`src/rtl/input_sequence_recorder_if.sv`:
```
// Channel-event recorder bus: raw channel levels and compare controls in,
// recorded string, status flags and compare result out.
interface input_sequence_recorder_if #(
  parameter int NUM_CH = 4,
  parameter int STR_W  = 64,
  parameter int CNT_W  = $clog2(STR_W + 1)
);
  logic [NUM_CH-1:0] ch_in;
  logic              clear;
  logic              check;
  logic [STR_W-1:0]  target;
  logic [CNT_W-1:0]  target_len;
  logic [STR_W-1:0]  seq_out;
  logic [CNT_W-1:0]  bit_count;
  logic              event_valid;
  logic [2:0]        event_ch;
  logic              collision;
  logic              overflow;
  logic              busy;
  logic              match_valid;
  logic              match;

  modport master (
    output ch_in, clear, check, target, target_len,
    input  seq_out, bit_count, event_valid, event_ch, collision, overflow,
           busy, match_valid, match
  );

  modport slave (
    input  ch_in, clear, check, target, target_len,
    output seq_out, bit_count, event_valid, event_ch, collision, overflow,
           busy, match_valid, match
  );
endinterface

```
`src/rtl/input_sequence_recorder.sv`:
```
// Records rising edges on asynchronous channels as a unary-coded bit string
// and compares the recording against a target on request.
//
// state | meaning
// REC   | appending channel codes, waiting for check
// CMP   | one cycle, evaluating the compare
// DONE  | result held, events and check ignored until clear
module input_sequence_recorder #(
  parameter int NUM_CH = 4,
  parameter int STR_W  = 64,
  parameter int CNT_W  = $clog2(STR_W + 1)
) (
  input logic                      clock,
  input logic                      reset,
  input_sequence_recorder_if.slave rec
);
  localparam int SUM_W = CNT_W + 1;

  typedef enum logic [1:0] {REC, CMP, DONE} state_t;

  state_t            state_q;
  logic [NUM_CH-1:0] sync1_q, sync2_q, hist_q;
  logic [STR_W-1:0]  seq_q, seq_d;
  logic [CNT_W-1:0]  count_q, count_d;
  logic              event_valid_q, collision_q, overflow_q;
  logic [2:0]        event_ch_q;
  logic              busy_q, match_valid_q, match_q;

  logic [NUM_CH-1:0] edge_w;
  logic              sel_found;
  logic [2:0]        sel_idx;
  logic              multi_w;
  logic [3:0]        code_len;
  logic [8:0]        ones_w;
  logic [STR_W-1:0]  code_w;
  logic [SUM_W-1:0]  sum_w;
  logic              ovf_w;

  assign edge_w  = sync2_q & ~hist_q;
  assign multi_w = (edge_w & (edge_w - NUM_CH'(1))) != '0;

  // Lowest channel index wins when several edges land in the same cycle.
  always_comb begin
    sel_found = 1'b0;
    sel_idx   = 3'd0;
    for (int k = NUM_CH - 1; k >= 0; k--) begin
      if (edge_w[k]) begin
        sel_found = 1'b1;
        sel_idx   = 3'(k);
      end
    end
  end

  assign code_len = {1'b0, sel_idx} + 4'd2;
  assign ones_w   = (9'd1 << (sel_idx + 3'd1)) - 9'd1;
  assign code_w   = STR_W'({ones_w, 1'b0});
  assign sum_w    = {1'b0, count_q} + SUM_W'(code_len);
  assign ovf_w    = sum_w > SUM_W'(STR_W);
  assign seq_d    = (seq_q << code_len) | code_w;
  assign count_d  = ovf_w ? CNT_W'(STR_W) : sum_w[CNT_W-1:0];

  always_ff @(posedge clock) begin
    if (!reset) begin
      state_q       <= REC;
      sync1_q       <= '0;
      sync2_q       <= '0;
      hist_q        <= '0;
      seq_q         <= '0;
      count_q       <= '0;
      event_valid_q <= 1'b0;
      event_ch_q    <= 3'd0;
      collision_q   <= 1'b0;
      overflow_q    <= 1'b0;
      busy_q        <= 1'b0;
      match_valid_q <= 1'b0;
      match_q       <= 1'b0;
    end else begin
      sync1_q       <= rec.ch_in;
      sync2_q       <= sync1_q;
      hist_q        <= sync2_q;
      event_valid_q <= 1'b0;
      match_valid_q <= 1'b0;
      busy_q        <= 1'b0;
      if (rec.clear) begin
        state_q     <= REC;
        seq_q       <= '0;
        count_q     <= '0;
        collision_q <= 1'b0;
        overflow_q  <= 1'b0;
        match_q     <= 1'b0;
      end else begin
        case (state_q)
          REC: begin
            if (sel_found) begin
              seq_q         <= seq_d;
              count_q       <= count_d;
              event_valid_q <= 1'b1;
              event_ch_q    <= sel_idx;
              if (multi_w) collision_q <= 1'b1;
              if (ovf_w)   overflow_q  <= 1'b1;
            end
            if (rec.check) begin
              state_q <= CMP;
              busy_q  <= 1'b1;
            end
          end
          // Compare sees the string including any event appended with check.
          CMP: begin
            match_q       <= (seq_q == rec.target) && (count_q == rec.target_len)
                             && !overflow_q;
            match_valid_q <= 1'b1;
            state_q       <= DONE;
          end
          DONE:    state_q <= DONE;
          default: state_q <= REC;
        endcase
      end
    end
  end

  assign rec.seq_out     = seq_q;
  assign rec.bit_count   = count_q;
  assign rec.event_valid = event_valid_q;
  assign rec.event_ch    = event_ch_q;
  assign rec.collision   = collision_q;
  assign rec.overflow    = overflow_q;
  assign rec.busy        = busy_q;
  assign rec.match_valid = match_valid_q;
  assign rec.match       = match_q;
endmodule

```
`src/flat_wrapper.sv`:
```
// flat-port wrapper written by rule: the top's interface ports become plain ports
module input_sequence_recorder_flat 
#(
  parameter int NUM_CH = 4,
  parameter int STR_W  = 64,
  parameter int CNT_W  = $clog2(STR_W + 1)
)
  (clock, reset, rec_ch_in, rec_clear, rec_check, rec_target, rec_target_len, rec_seq_out, rec_bit_count, rec_event_valid, rec_event_ch, rec_collision, rec_overflow, rec_busy, rec_match_valid, rec_match);
  input_sequence_recorder_if #(.NUM_CH(NUM_CH), .STR_W(STR_W), .CNT_W(CNT_W)) rec_i ();
  input logic clock;
  input logic reset;
  input wire logic [$bits(rec_i.ch_in)-1:0] rec_ch_in;
  input wire logic [$bits(rec_i.clear)-1:0] rec_clear;
  input wire logic [$bits(rec_i.check)-1:0] rec_check;
  input wire logic [$bits(rec_i.target)-1:0] rec_target;
  input wire logic [$bits(rec_i.target_len)-1:0] rec_target_len;
  output wire logic [$bits(rec_i.seq_out)-1:0] rec_seq_out;
  output wire logic [$bits(rec_i.bit_count)-1:0] rec_bit_count;
  output wire logic [$bits(rec_i.event_valid)-1:0] rec_event_valid;
  output wire logic [$bits(rec_i.event_ch)-1:0] rec_event_ch;
  output wire logic [$bits(rec_i.collision)-1:0] rec_collision;
  output wire logic [$bits(rec_i.overflow)-1:0] rec_overflow;
  output wire logic [$bits(rec_i.busy)-1:0] rec_busy;
  output wire logic [$bits(rec_i.match_valid)-1:0] rec_match_valid;
  output wire logic [$bits(rec_i.match)-1:0] rec_match;
  assign rec_i.ch_in = rec_ch_in;
  assign rec_i.clear = rec_clear;
  assign rec_i.check = rec_check;
  assign rec_i.target = rec_target;
  assign rec_i.target_len = rec_target_len;
  assign rec_seq_out = rec_i.seq_out;
  assign rec_bit_count = rec_i.bit_count;
  assign rec_event_valid = rec_i.event_valid;
  assign rec_event_ch = rec_i.event_ch;
  assign rec_collision = rec_i.collision;
  assign rec_overflow = rec_i.overflow;
  assign rec_busy = rec_i.busy;
  assign rec_match_valid = rec_i.match_valid;
  assign rec_match = rec_i.match;
  input_sequence_recorder #(.NUM_CH(NUM_CH), .STR_W(STR_W), .CNT_W(CNT_W)) u_core (.clock(clock), .reset(reset), .rec(rec_i));
endmodule
```
`config.mk`:
```
export PLATFORM = sky130hd
export DESIGN_NAME = input_sequence_recorder_flat
export DESIGN_NICKNAME = d
export VERILOG_FILES = /design/src/rtl/input_sequence_recorder_if.sv /design/src/rtl/input_sequence_recorder.sv /design/src/flat_wrapper.sv
export SDC_FILE = /design/constraint.sdc
export NUM_CORES = 1
export LEC_CHECK = 0
export BUFFER_PORTS_ARGS = -buffer_cell sky130_fd_sc_hd__buf_2
export CAP_MARGIN = 20
export CORE_MARGIN = 3
export CORE_UTILIZATION = 30
export CTS_BUF_LIST = sky130_fd_sc_hd__clkbuf_16
export CTS_CLUSTER_SIZE = 20
export DETAILED_ROUTE_END_ITERATION = 8
export PLACE_DENSITY = 0.55
export SYNTH_ARGS = -nofsm -noshare
export SYNTH_HDL_FRONTEND = slang
export SYNTH_SLANG_ARGS = --single-unit
```
`constraint.sdc`:
```
create_clock -name clock -period 2.9 [get_ports clock]
set_input_delay 0.29 -clock clock [delete_from_list [all_inputs] [get_ports clock]]
set_output_delay 0.29 -clock clock [all_outputs]
set_load 0.01 [all_outputs]
```
======== After elaboration in Yosys (flattened, before gate mapping) ========
Index checks and enable logic that the tools add are counted.
cells by class
  add/sub/neg operators ................... 5
  order comparisons ....................... 1
  equality and inequality tests ........... 5
  shifts and indexed selects .............. 2
  multiplexer cells ....................... 14
  bitwise logic cells ..................... 7
  reduce and logical (&&, ||, !) cells .... 12
operators by type and width
  cell                 count
  $eq 64x64->1         1
  $or 64x10->64        1
  $shl 64x4->64        1
  $mux 2               5
  $reduce_and 3->1     3
  $shl 1x3->9 const A  1
  $sub 9x1->9 const B  1
  $add 7x4->8          1
  $and 4x4->4          2
  $gt 8x7->1 const B   1
  $eq 7x7->1           1
  $mux 1               7
  $mux 7               1
  $not 4->4            1
  $pmux 2 s2           1
  $reduce_bool 4->1    1
  $reduce_or 2->1      2
  $sub 4x1->4 const B  1
  $add 2x1->3 const B  1
  $add 2x2->3 const B  1
  $not 1->1            3
  $reduce_or 3->1      1
  $eq 2x1->1 const B   1
  $eq 2x2->1 const B   1
  5 further kinds      6
word-level totals
  bits in registers ....................... 94
  bits of input ports ..................... 79
  logic and storage cells ................. 59

======== Depth between registers and ports, before layout ========
Gate-level depths: netlist (run 1).
  word-level depth ........................ 10
  gate-level depth with buffers ........... 14

======== Least setup slack after synthesis (run 1) ========
OpenSTA, ideal clock, no wires.
  path kind ............................... flip-flop to flip-flop
  from .................................... register u_core.hist_q[2]
  to ...................................... register u_core.count_q[4], in the netlist u_core.rec.bit_count[4]
  library setup time ...................... 0.117 ns
  data arrival time ....................... 2.901 ns
  data required time ...................... 2.783 ns
  setup slack ............................. -0.118 ns
  cell stages (with the launch flop) ...... 14
  clock period less this slack ............ 3.018 ns
  path through ............................ dfxtp_1 and2b_1 o21ai_1 nand2_1 buf_2 inv_2 ha_1 inv_1 fa_1 clkbuf_1 or4_1 o211ai_1 nor2_1 a22o_1
on the way
  cells in the longest elaborated chain, start to end .. 9
  elaborated cells between the ends (all ways) .. 13
  those cells by class .................... 2 x add/sub; 1 x order compare; 7 x mux; 2 x bitwise; 1 x reduce/logical
RTL lines
  what                    RTL line                       RTL
  start, declared         input_sequence_recorder.sv:22  logic [NUM_CH-1:0] sync1_q, sync2_q, hist_q;
  start signal, assigned  input_sequence_recorder.sv:80  hist_q <= sync2_q;
  $not 4->4 *             input_sequence_recorder.sv:39  assign edge_w = sync2_q & ~hist_q;
  $and 4x4->4 *           input_sequence_recorder.sv:39
  $mux 2 * (3 in series)  input_sequence_recorder.sv:47  if (edge_w[k]) begin
  $add 2x2->3 *           input_sequence_recorder.sv:54  assign code_len = {1'b0, sel_idx} + 4'd2;
  via u_core.code_len[0]  input_sequence_recorder.sv:33  logic [3:0] code_len;
  $add 7x4->8 *           input_sequence_recorder.sv:57  assign sum_w = {1'b0, count_q} + SUM_W'(code_len);
  $gt 8x7->1              input_sequence_recorder.sv:58  assign ovf_w = sum_w > SUM_W'(STR_W);
  $mux 7 *                input_sequence_recorder.sv:60  assign count_d = ovf_w ? CNT_W'(STR_W) : sum_w[CNT_W-1:0];
  end signal, assigned    input_sequence_recorder.sv:96  count_q <= count_d;
  end, declared           input_sequence_recorder.sv:24  logic [CNT_W-1:0] count_q, count_d;
Mark *: on every way through the listed nets, which the timed path passes. The rest lies on a longest branch.
A chain may end at the register's enable or synchronous reset.

======== Worst setup path in the final report (run 1) ========
  from .................................... register u_core.hist_q[2]
  to ...................................... register u_core.count_q[2], in the netlist u_core.rec.bit_count[2]
Same word-level chain as after synthesis.

==> flow_summary.rst, run 1 <==
.. list-table::
   :header-rows: 1

   * - Metric
     - Value
   * - Internal power summed over all cells
     - approximately 2.1 mW
   * - Worst reg2reg path startpoint
     - u_core.hist_q[2]
   * - Beginning of the worst hold path
     - rec_ch_in[0]
   * - Final HPWL DP
     - about 14000 um
   * - Cell area after placement
     - 6420 um2
   * - Clock slew at the register clock pins of the worst setup and hold paths
     - about 0.070 ns
   * - Fraction of the yosys area taken by sequential cells
     - 0.346
   * - Relative area change from synthesis to final layout
     - 24.8%
   * - Synthesis Warnings
     - 0
   * - Most common cell after layout, fill and taps aside
     - sky130_fd_sc_hd__buf_2
   * - Mapped Nets
     - 704
   * - Family with the most delay on the worst path
     - compound AO/OA/AOI/OAI gates
   * - Commonest cells after routing, fill and taps aside
     - sky130_fd_sc_hd__buf_2 (157), sky130_fd_sc_hd__dfxtp_1 (93), sky130_fd_sc_hd__nand2_1 (67)
   * - Total core area
     - ~17000 um2
   * - Static leakage
     - 2.86 nW
   * - All-layer global routing usage
     - 0.193
   * - RSZ-0062 raised after global routing
     - no
   * - Insertion delay of the later-clocked pin in the worst-skew pair
     - roughly 0.35 ns
   * - Critical Path Sink Type
     - flip-flop
   * - Largest incremental delay on the critical path
     - 0.42 ns
   * - First-pass DRT Iterations
     - 4
   * - H-tree Lvls
     - 3
   * - Crit path buf inv count
     - 3
   * - Critical path class
     - reg -> reg
   * - Layout Nets
     - 843
   * - Final setup violation count
     - 0
   * - Clk_skew
     - 0.0114 ns
   * - Layout fillers
     - ~1800
   * - Overall overflow remaining after global route
     - 0
   * - Critical path peak fanout
     - 6
   * - Aggregate routed wire length
     - around 19000 um
   * - Number of remaining DRC errors
     - 0
   * - X dimension of the die
     - between 100 and 150 um
   * - Portion of total power attributed to sequential cells
     - 0.446
   * - Number of flip-flops and latches in the synthesized netlist
     - slightly above 90
   * - Crit path DAT
     - approximately 2.9 ns
   * - Total power divided by cell area
     - between 400 and 500 nW/um2
   * - Port buffer count
     - ~160
   * - Maximum count of clock buffers along a single path
     - 2
   * - Average wire per standard cell
     - about 19 um
   * - Portion of total power attributed to the clock network
     - 0.397
   * - Number of antenna violations at the first check in global routing
     - 1
   * - Iteration-0 DRC Markers
     - 312
   * - Async S/R FF share, synth
     - 0
   * - Worst path required time
     - about 3.1 ns
   * - Standard-cell rows
     - between 40 and 50
   * - Die height
     - roughly 140 um
   * - Switching part of the total power
     - 0.275
   * - Cell count after synthesis
     - just over 600
   * - Remaining antenna violation count
     - 0
   * - Largest net degree at the start of global routing
     - 66
   * - GPL Wtd Cong
     - approximately 0.88
   * - Wire length of the first global-routing pass
     - 29700 um
   * - Post CTS Setup Buffer Count
     - 0
   * - Maximum capacitance violations
     - 0
   * - Netlist area before placement
     - roughly 5400 um2
   * - Avg Cell Area, Syn
     - approximately 8.7 um2
   * - Final hold vios
     - 0
   * - Post-synth EDFFs
     - 0
   * - Full die area
     - ~20000 um2
   * - Post-DR vias/cell
     - between 5 and 6
   * - Vias after detailed routing
     - 5167
   * - Pins over their slew limit
     - 0
   * - Ordered cell list for the critical path
     - and2b_1 > o21ai_2 > nand2_4 > inv_2 > ha_1 > inv_1 > fa_1 > buf_4 > a2111o_1 > o211ai_1 > nor3_1 > o31a_1
   * - Startpoint type of the worst setup path
     - flip-flop
   * - Net switching component of the power
     - ~0.81 mW
   * - TritonCTS clock tree
     - built
   * - Count of different cell masters after synthesis
     - between 50 and 60
   * - Transition time at the pin with the least slew margin
     - 1.11 ns
   * - Cell at the root of the clock tree
     - sky130_fd_sc_hd__clkbuf_16
   * - Clock sink total
     - 93
   * - Number of buffers created by CTS
     - 9
   * - Critical path launch point
     - u_core.hist_q[2]
   * - Result of the run
     - finished, final reports clean
   * - Power share of the combinational group
     - 0.156
   * - Ports
     - between 150 and 200
   * - Post-route design area
     - approximately 6700 um2
   * - Path category of the worst min-delay check
     - in -> reg
   * - Worst slew margin relative to its limit
     - 0.261
   * - Vias in the first global route
     - between 5000 and 6000
   * - Layout cells sized above 1
     - 0.257
   * - Final cycle utilization of the critical path
     - 0.924
   * - Critical-path cell with the highest stage delay
     - sky130_fd_sc_hd__fa_1
   * - Predominant post-synthesis flop cell
     - sky130_fd_sc_hd__dfxtp_1
   * - Worst vdd ir
     - approximately 0.32 mV
   * - Fmax
     - about 0.37 GHz
   * - Final min period
     - 2.68 ns
   * - Final TNS setup
     - 0 ns
   * - Starting utilization of the core area
     - 0.309
[power by group through the flow]
stage          Clock [mW]  Combinational (mW)  Sequential (mW)
2_1_floorplan           0               0.276             1.34
3_3_place_gp            0               0.459             1.34
3_5_place_dp            0               0.457             1.34
4_1_cts              1.21               0.459             1.32
5_1_grt              1.25               0.499             1.32
6_report             1.17               0.461             1.31
[logic make-up after synthesis]
family / Yosys count / share of synthesized area
AOI/OAI and AO/OA: 177 / 0.235
and+or+nand+nor: 158 / 0.146
DFF: 93 / 0.346
buffers and inverters: 67 / 0.0495
muxes: 63 / 0.117
xor gates and xnor gates: 53 / 0.0888
adders and majority gates: 7 / 0.0174
other: 1 / 0.000697
[stage by stage]
stage	hold WS (ns)	setup slack, ns	util	total power, mW	std cells
finish	0.147	0.220	0.386	2.95	989
CTS	0.139	0.163	0.385	2.98	988
floorplan	0.412	0.00931	-	1.62	619
global route	0.152	0.0110	0.386	3.06	989
global placement	0.419	0.206	0.369	1.80	972
detailed placement	0.422	0.157	0.369	1.80	972
[flip-flops by register name, indices dropped and copies added (netlist names), 2 cells and up]
register / flops
u_core.rec.bit_count: 7
u_core.hist_q: 4
u_core.rec.event_ch: 2
u_core.state_q: 2
u_core.sync1_q: 4
u_core.rec.seq_out: 64
u_core.sync2_q: 4
[Yosys cell counts, types with 4 or more instances]
master	count	share of area
sky130_fd_sc_hd__o21ai_0	4	0.0037
sky130_fd_sc_hd__buf_2	9	0.0084
sky130_fd_sc_hd__xor2_1	19	0.031
sky130_fd_sc_hd__mux2i_1	63	0.12
sky130_fd_sc_hd__nor2_1	16	0.011
sky130_fd_sc_hd__a22o_1	5	0.0081
sky130_fd_sc_hd__nand2b_1	14	0.016
sky130_fd_sc_hd__nor4_1	8	0.0093
sky130_fd_sc_hd__inv_2	5	0.0035
sky130_fd_sc_hd__o31ai_1	4	0.0056
sky130_fd_sc_hd__nand2_1	69	0.048
sky130_fd_sc_hd__xnor2_1	33	0.054
sky130_fd_sc_hd__inv_1	19	0.013
sky130_fd_sc_hd__nor2b_1	8	0.0093
sky130_fd_sc_hd__clkbuf_1	29	0.020
sky130_fd_sc_hd__o21ai_1	4	0.0037
sky130_fd_sc_hd__dfxtp_1	93	0.35
sky130_fd_sc_hd__a21oi_1	66	0.061
sky130_fd_sc_hd__nor3_1	4	0.0037
sky130_fd_sc_hd__and2_1	15	0.017
sky130_fd_sc_hd__o22a_1	59	0.096
sky130_fd_sc_hd__ha_1	5	0.012
sky130_fd_sc_hd__nand4_1	11	0.013
[metal layers]
metal	routed length, um	global-route usage	vias to the layer above
met1	9240	0.284	2396
met5	0	0	-
met4	525	0.0714	0
met2	7920	0.280	221
met3	1260	0.0362	26
li1	-	-	2524
[path summary, 6_finish.rpt]
path / to / slack [ns] / depth (start not counted)
setup / recovery: u_core.rec.bit_count[2] / 0.22 / 12
hold reg to reg: u_core.sync2_q[3] / 0.43 / 1
hold / removal: u_core.sync1_q[0] / 0.15 / 2
setup reg to reg: u_core.rec.bit_count[2] / 0.22 / 12
[worst reg2reg max path, stage by stage (launching register included)]
cell	delay, ns
sky130_fd_sc_hd__dfxtp_1	0.32
sky130_fd_sc_hd__and2b_1	0.23
sky130_fd_sc_hd__o21ai_2	0.17
sky130_fd_sc_hd__nand2_4	0.07
sky130_fd_sc_hd__inv_2	0.05
sky130_fd_sc_hd__ha_1	0.14
sky130_fd_sc_hd__inv_1	0.06
sky130_fd_sc_hd__fa_1	0.42
sky130_fd_sc_hd__buf_4	0.18
sky130_fd_sc_hd__a2111o_1	0.36
sky130_fd_sc_hd__o211ai_1	0.24
sky130_fd_sc_hd__nor3_1	0.10
sky130_fd_sc_hd__o31a_1	0.25
[repair_timing]
| item | 4_1_cts | 5_1_grt |
|---|---|---|
| resized for setup | 0 | 2 |
| hold buffers | 0 | 0 |
| setup endpoints to repair | 0 | 6 |
[cell type report]
type,count,area [um2],share of cell area
antenna,1,2.50,0.000373
tap,225,282,0.0419
sequential,93,1860,0.277
clock inverter,7,58.8,0.00875
timing repair buffer,168,906,0.135
inverter,27,101,0.0151
multi-input combinational,459,3280,0.488
clock buffer,9,225,0.0335
No activity file was read; power rests on OpenSTA's default activity.
==> run 2: changes to the inputs <==
--- a/config.mk
+++ b/config.mk
@@ -6,13 +6,13 @@
 export NUM_CORES = 1
 export LEC_CHECK = 0
 export BUFFER_PORTS_ARGS = -buffer_cell sky130_fd_sc_hd__buf_2
-export CAP_MARGIN = 20
+export CAP_MARGIN = 10
 export CORE_MARGIN = 3
-export CORE_UTILIZATION = 30
+export CORE_UTILIZATION = 33
 export CTS_BUF_LIST = sky130_fd_sc_hd__clkbuf_16
 export CTS_CLUSTER_SIZE = 20
 export DETAILED_ROUTE_END_ITERATION = 8
-export PLACE_DENSITY = 0.55
+export PLACE_DENSITY = 0.59
 export SYNTH_ARGS = -nofsm -noshare
 export SYNTH_HDL_FRONTEND = slang
 export SYNTH_SLANG_ARGS = --single-unit
==> flow_summary.rst, run 2 (synthesized netlist as in run 1, its figures left out) <==
.. list-table::
   :header-rows: 1

   * - Metric
     - Value
   * - Result of the run
     - finished, final reports clean (unchanged)
   * - Worst reg2reg path startpoint
     - u_core.hist_q[2] (unchanged)
   * - Path category of the worst min-delay check
     - in -> reg (unchanged)
   * - Crit path buf inv count
     - 3 (unchanged)
   * - Static leakage
     - 2.88 nW (was 2.86 nW)
   * - Transition time at the pin with the least slew margin
     - 1.07 ns (was 1.11 ns)
   * - Ordered cell list for the critical path
     - and2b_1 > o21ai_2 > nand2_4 > inv_2 > ha_1 > inv_1 > fa_1 > or4_1 > o211ai_1 > buf_4 > o41ai_1 > o31a_1 (was and2b_1 > o21ai_2 > nand2_4 > inv_2 > ha_1 > inv_1 > fa_1 > buf_4 > a2111o_1 > o211ai_1 > nor3_1 > o31a_1)
   * - Total core area
     - 15900 um2 (was 17400 um2)
   * - Final min period
     - 2.71 ns (was 2.68 ns)
   * - Layout fillers
     - 1626 (was 1833)
   * - Number of remaining DRC errors
     - 0 (unchanged)
   * - Beginning of the worst hold path
     - rec_ch_in[2] (was rec_ch_in[0])
   * - Layout Utilization
     - 0.423 (was 0.386)
   * - Ports
     - 159 (unchanged)
   * - Startpoint type of the worst setup path
     - flip-flop (unchanged)
   * - Cell at the root of the clock tree
     - sky130_fd_sc_hd__clkbuf_16 (unchanged)
   * - GPL Wtd Cong
     - 0.884 (was 0.883)
   * - Critical-path cell with the highest stage delay
     - sky130_fd_sc_hd__or4_1 (was sky130_fd_sc_hd__fa_1)
   * - Vias after detailed routing
     - 5136 (was 5167)
   * - Insertion delay of the later-clocked pin in the worst-skew pair
     - 0.35 ns (about the same)
   * - Iteration-0 DRC Markers
     - 403 (was 312)
   * - Worst vdd ir
     - 0.334 mV (was 0.316 mV)
   * - Post-DR vias/cell
     - 5.24 (was 5.22)
   * - RSZ-0062 raised after global routing
     - no (unchanged)
   * - Diode insertion count for antenna repair
     - 0 (was 1)
   * - Largest incremental delay on the critical path
     - 0.52 ns (was 0.42 ns)
   * - Fmax
     - 0.369 GHz (was 0.373 GHz)
   * - Remaining antenna violation count
     - 0 (unchanged)
   * - Standard-cell rows
     - 46 (was 48)
   * - H-tree Lvls
     - 3 (unchanged)
   * - Commonest cells after routing, fill and taps aside
     - sky130_fd_sc_hd__buf_2 (157), sky130_fd_sc_hd__dfxtp_1 (93), sky130_fd_sc_hd__nand2_1 (66), sky130_fd_sc_hd__a21oi_1 (66), sky130_fd_sc_hd__mux2i_1 (63) (was sky130_fd_sc_hd__buf_2 (157), sky130_fd_sc_hd__dfxtp_1 (93), sky130_fd_sc_hd__nand2_1 (67))
   * - Critical path peak fanout
     - 5 (was 6)
   * - Crit path DAT
     - 2.96 ns (was 2.92 ns)
   * - Final setup violation count
     - 0 (unchanged)
   * - Vias in the first global route
     - 4882 (was 5019)
   * - Relative area change from synthesis to final layout
     - 25.2% (was 24.8%)
   * - Layout cells sized above 1
     - 0.262 (was 0.257)
   * - Worst path required time
     - 3.15 ns (was 3.14 ns)
   * - Post-layout total power
     - 3.08 mW (was 2.95 mW)
   * - Cts-stage hold buffer count
     - 0 (unchanged)
   * - Full die area
     - 17900 um2 (was 19600 um2)
   * - Die height
     - 134 um (was 140 um)
   * - Maximum capacitance violations
     - 0 (unchanged)
   * - All-layer global routing usage
     - 0.201 (was 0.193)
   * - Largest net degree at the start of global routing
     - 66 (unchanged)
   * - Total power divided by cell area
     - 457 nW/um2 (was 439 nW/um2)
   * - Family with the most delay on the worst path
     - simple AND/OR/NAND/NOR gates (was compound AO/OA/AOI/OAI gates)
   * - Clock sink total
     - 93 (unchanged)
   * - Number of buffers created by CTS
     - 9 (unchanged)
   * - Clock slew at the register clock pins of the worst setup and hold paths
     - 0.07 ns (about the same)
   * - Average wire per standard cell
     - 18.8 um (was 19.2 um)
   * - Final hold vios
     - 0 (unchanged)
   * - Final HPWL DP
     - 13600 um (was 14100 um)
   * - Critical Path Sink Type
     - flip-flop (unchanged)
   * - Layout Nets
     - 844 (was 843)
   * - X dimension of the die
     - 134 um (was 140 um)
   * - Maximum count of clock buffers along a single path
     - 2 (unchanged)
   * - Wire length of the first global-routing pass
     - 28000 um (was 29700 um)
   * - Critical path class
     - reg -> reg (unchanged)
   * - Overall overflow remaining after global route
     - 0 (unchanged)
   * - Clk_skew
     - 0.00588 ns (was 0.0114 ns)
   * - TritonCTS clock tree
     - built (unchanged)
   * - Number of antenna violations at the first check in global routing
     - 0 (was 1)
   * - Final TNS setup
     - 0 ns (unchanged)
   * - First-pass DRT Iterations
     - 5 (was 4)
   * - Starting utilization of the core area
     - 0.338 (was 0.309)
   * - Pins over their slew limit
     - 0 (unchanged)
   * - Critical path launch point
     - u_core.hist_q[2] (unchanged)
   * - Most common cell after layout, fill and taps aside
     - sky130_fd_sc_hd__buf_2 (unchanged)
   * - Final cycle utilization of the critical path
     - 0.935 (was 0.924)
   * - Worst slew margin relative to its limit
     - 0.288 (was 0.261)
   * - Max reg flops
     - 64 (unchanged)
   * - Register-to-register setup slack
     - 0.19 ns (was 0.22 ns)
   * - Aggregate routed wire length
     - 18400 um (was 18900 um)
   * - Port buffer count
     - 157 (unchanged)
-- run 2: cell count changes in the layout (fill, tap and decap cells not counted), sizes merged --
| cell | change |
|---|---|
| buf | +1 |
| bufinv | +1 |
| clkinv | -1 |
| clkinvlp | -1 |
| diode | -1 |
| inv | +1 |
-- run 2: layer usage --
metal / wire (um) / GRT usage
met5: 0 / 0
met2: 7800 / 0.291
met1: 8700 / 0.292
met4: 632 / 0.0754
met3: 1270 / 0.0449
-- run 2: worst reg2reg max path, cell delays in order (launching register included) --
cell and delay [ns]:
sky130_fd_sc_hd__dfxtp_1 0.32, sky130_fd_sc_hd__and2b_1 0.23, sky130_fd_sc_hd__o21ai_2 0.17, sky130_fd_sc_hd__nand2_4 0.07
sky130_fd_sc_hd__inv_2 0.05, sky130_fd_sc_hd__ha_1 0.15, sky130_fd_sc_hd__inv_1 0.06, sky130_fd_sc_hd__fa_1 0.42
sky130_fd_sc_hd__or4_1 0.52, sky130_fd_sc_hd__o211ai_1 0.23, sky130_fd_sc_hd__buf_4 0.20, sky130_fd_sc_hd__o41ai_1 0.07
sky130_fd_sc_hd__o31a_1 0.11
-- run 2: path summary, 6_finish.rpt --
check,to,depth (start not counted)
worst max-delay path,u_core.rec.bit_count[2],12
worst max register to register,u_core.rec.bit_count[2],12
worst min register to register,u_core.sync2_q[1],1
worst min-delay path,u_core.sync1_q[2],2
-- run 2: repair_timing --
item,in CTS,in global routing
endpoints found under the setup margin,0,5
setup buffers,0,1
resized for setup,0,1
-- run 2: through the flow --
step / cell area, um2 / cells / hold WS [ns] / worst slack, ns
2_1_floorplan: 5390 / 619 / 0.412 / 0.00931
3_3_place_gp: 6400 / 963 / 0.422 / 0.206
3_5_place_dp: 6400 / 963 / 0.424 / 0.148
4_1_cts: 6730 / 979 / 0.127 / 0.124
5_1_grt: 6740 / 980 / 0.127 / 0.00459
6_report: 6740 / 980 / 0.140 / 0.188
-- run 2: final cells by class --
class	count	area, um2	share of cell area
clock buffers	9	225	0.0334
clock inverters	7	96.3	0.0143
inverters	27	101	0.0150
multi-input cells	459	3280	0.487
flip-flops and latches	93	1860	0.276
well taps	216	270	0.0401
repair buffers	169	901	0.134
-- run 2: report_power, final --
part / internal [mW] / total (mW) / switching, mW / leakage (nW)
Clock: 0.762 / 1.30 / 0.540 / 0.161
Combinational: 0.179 / 0.458 / 0.279 / 1.97
Sequential: 1.30 / 1.32 / 0.0202 / 0.752
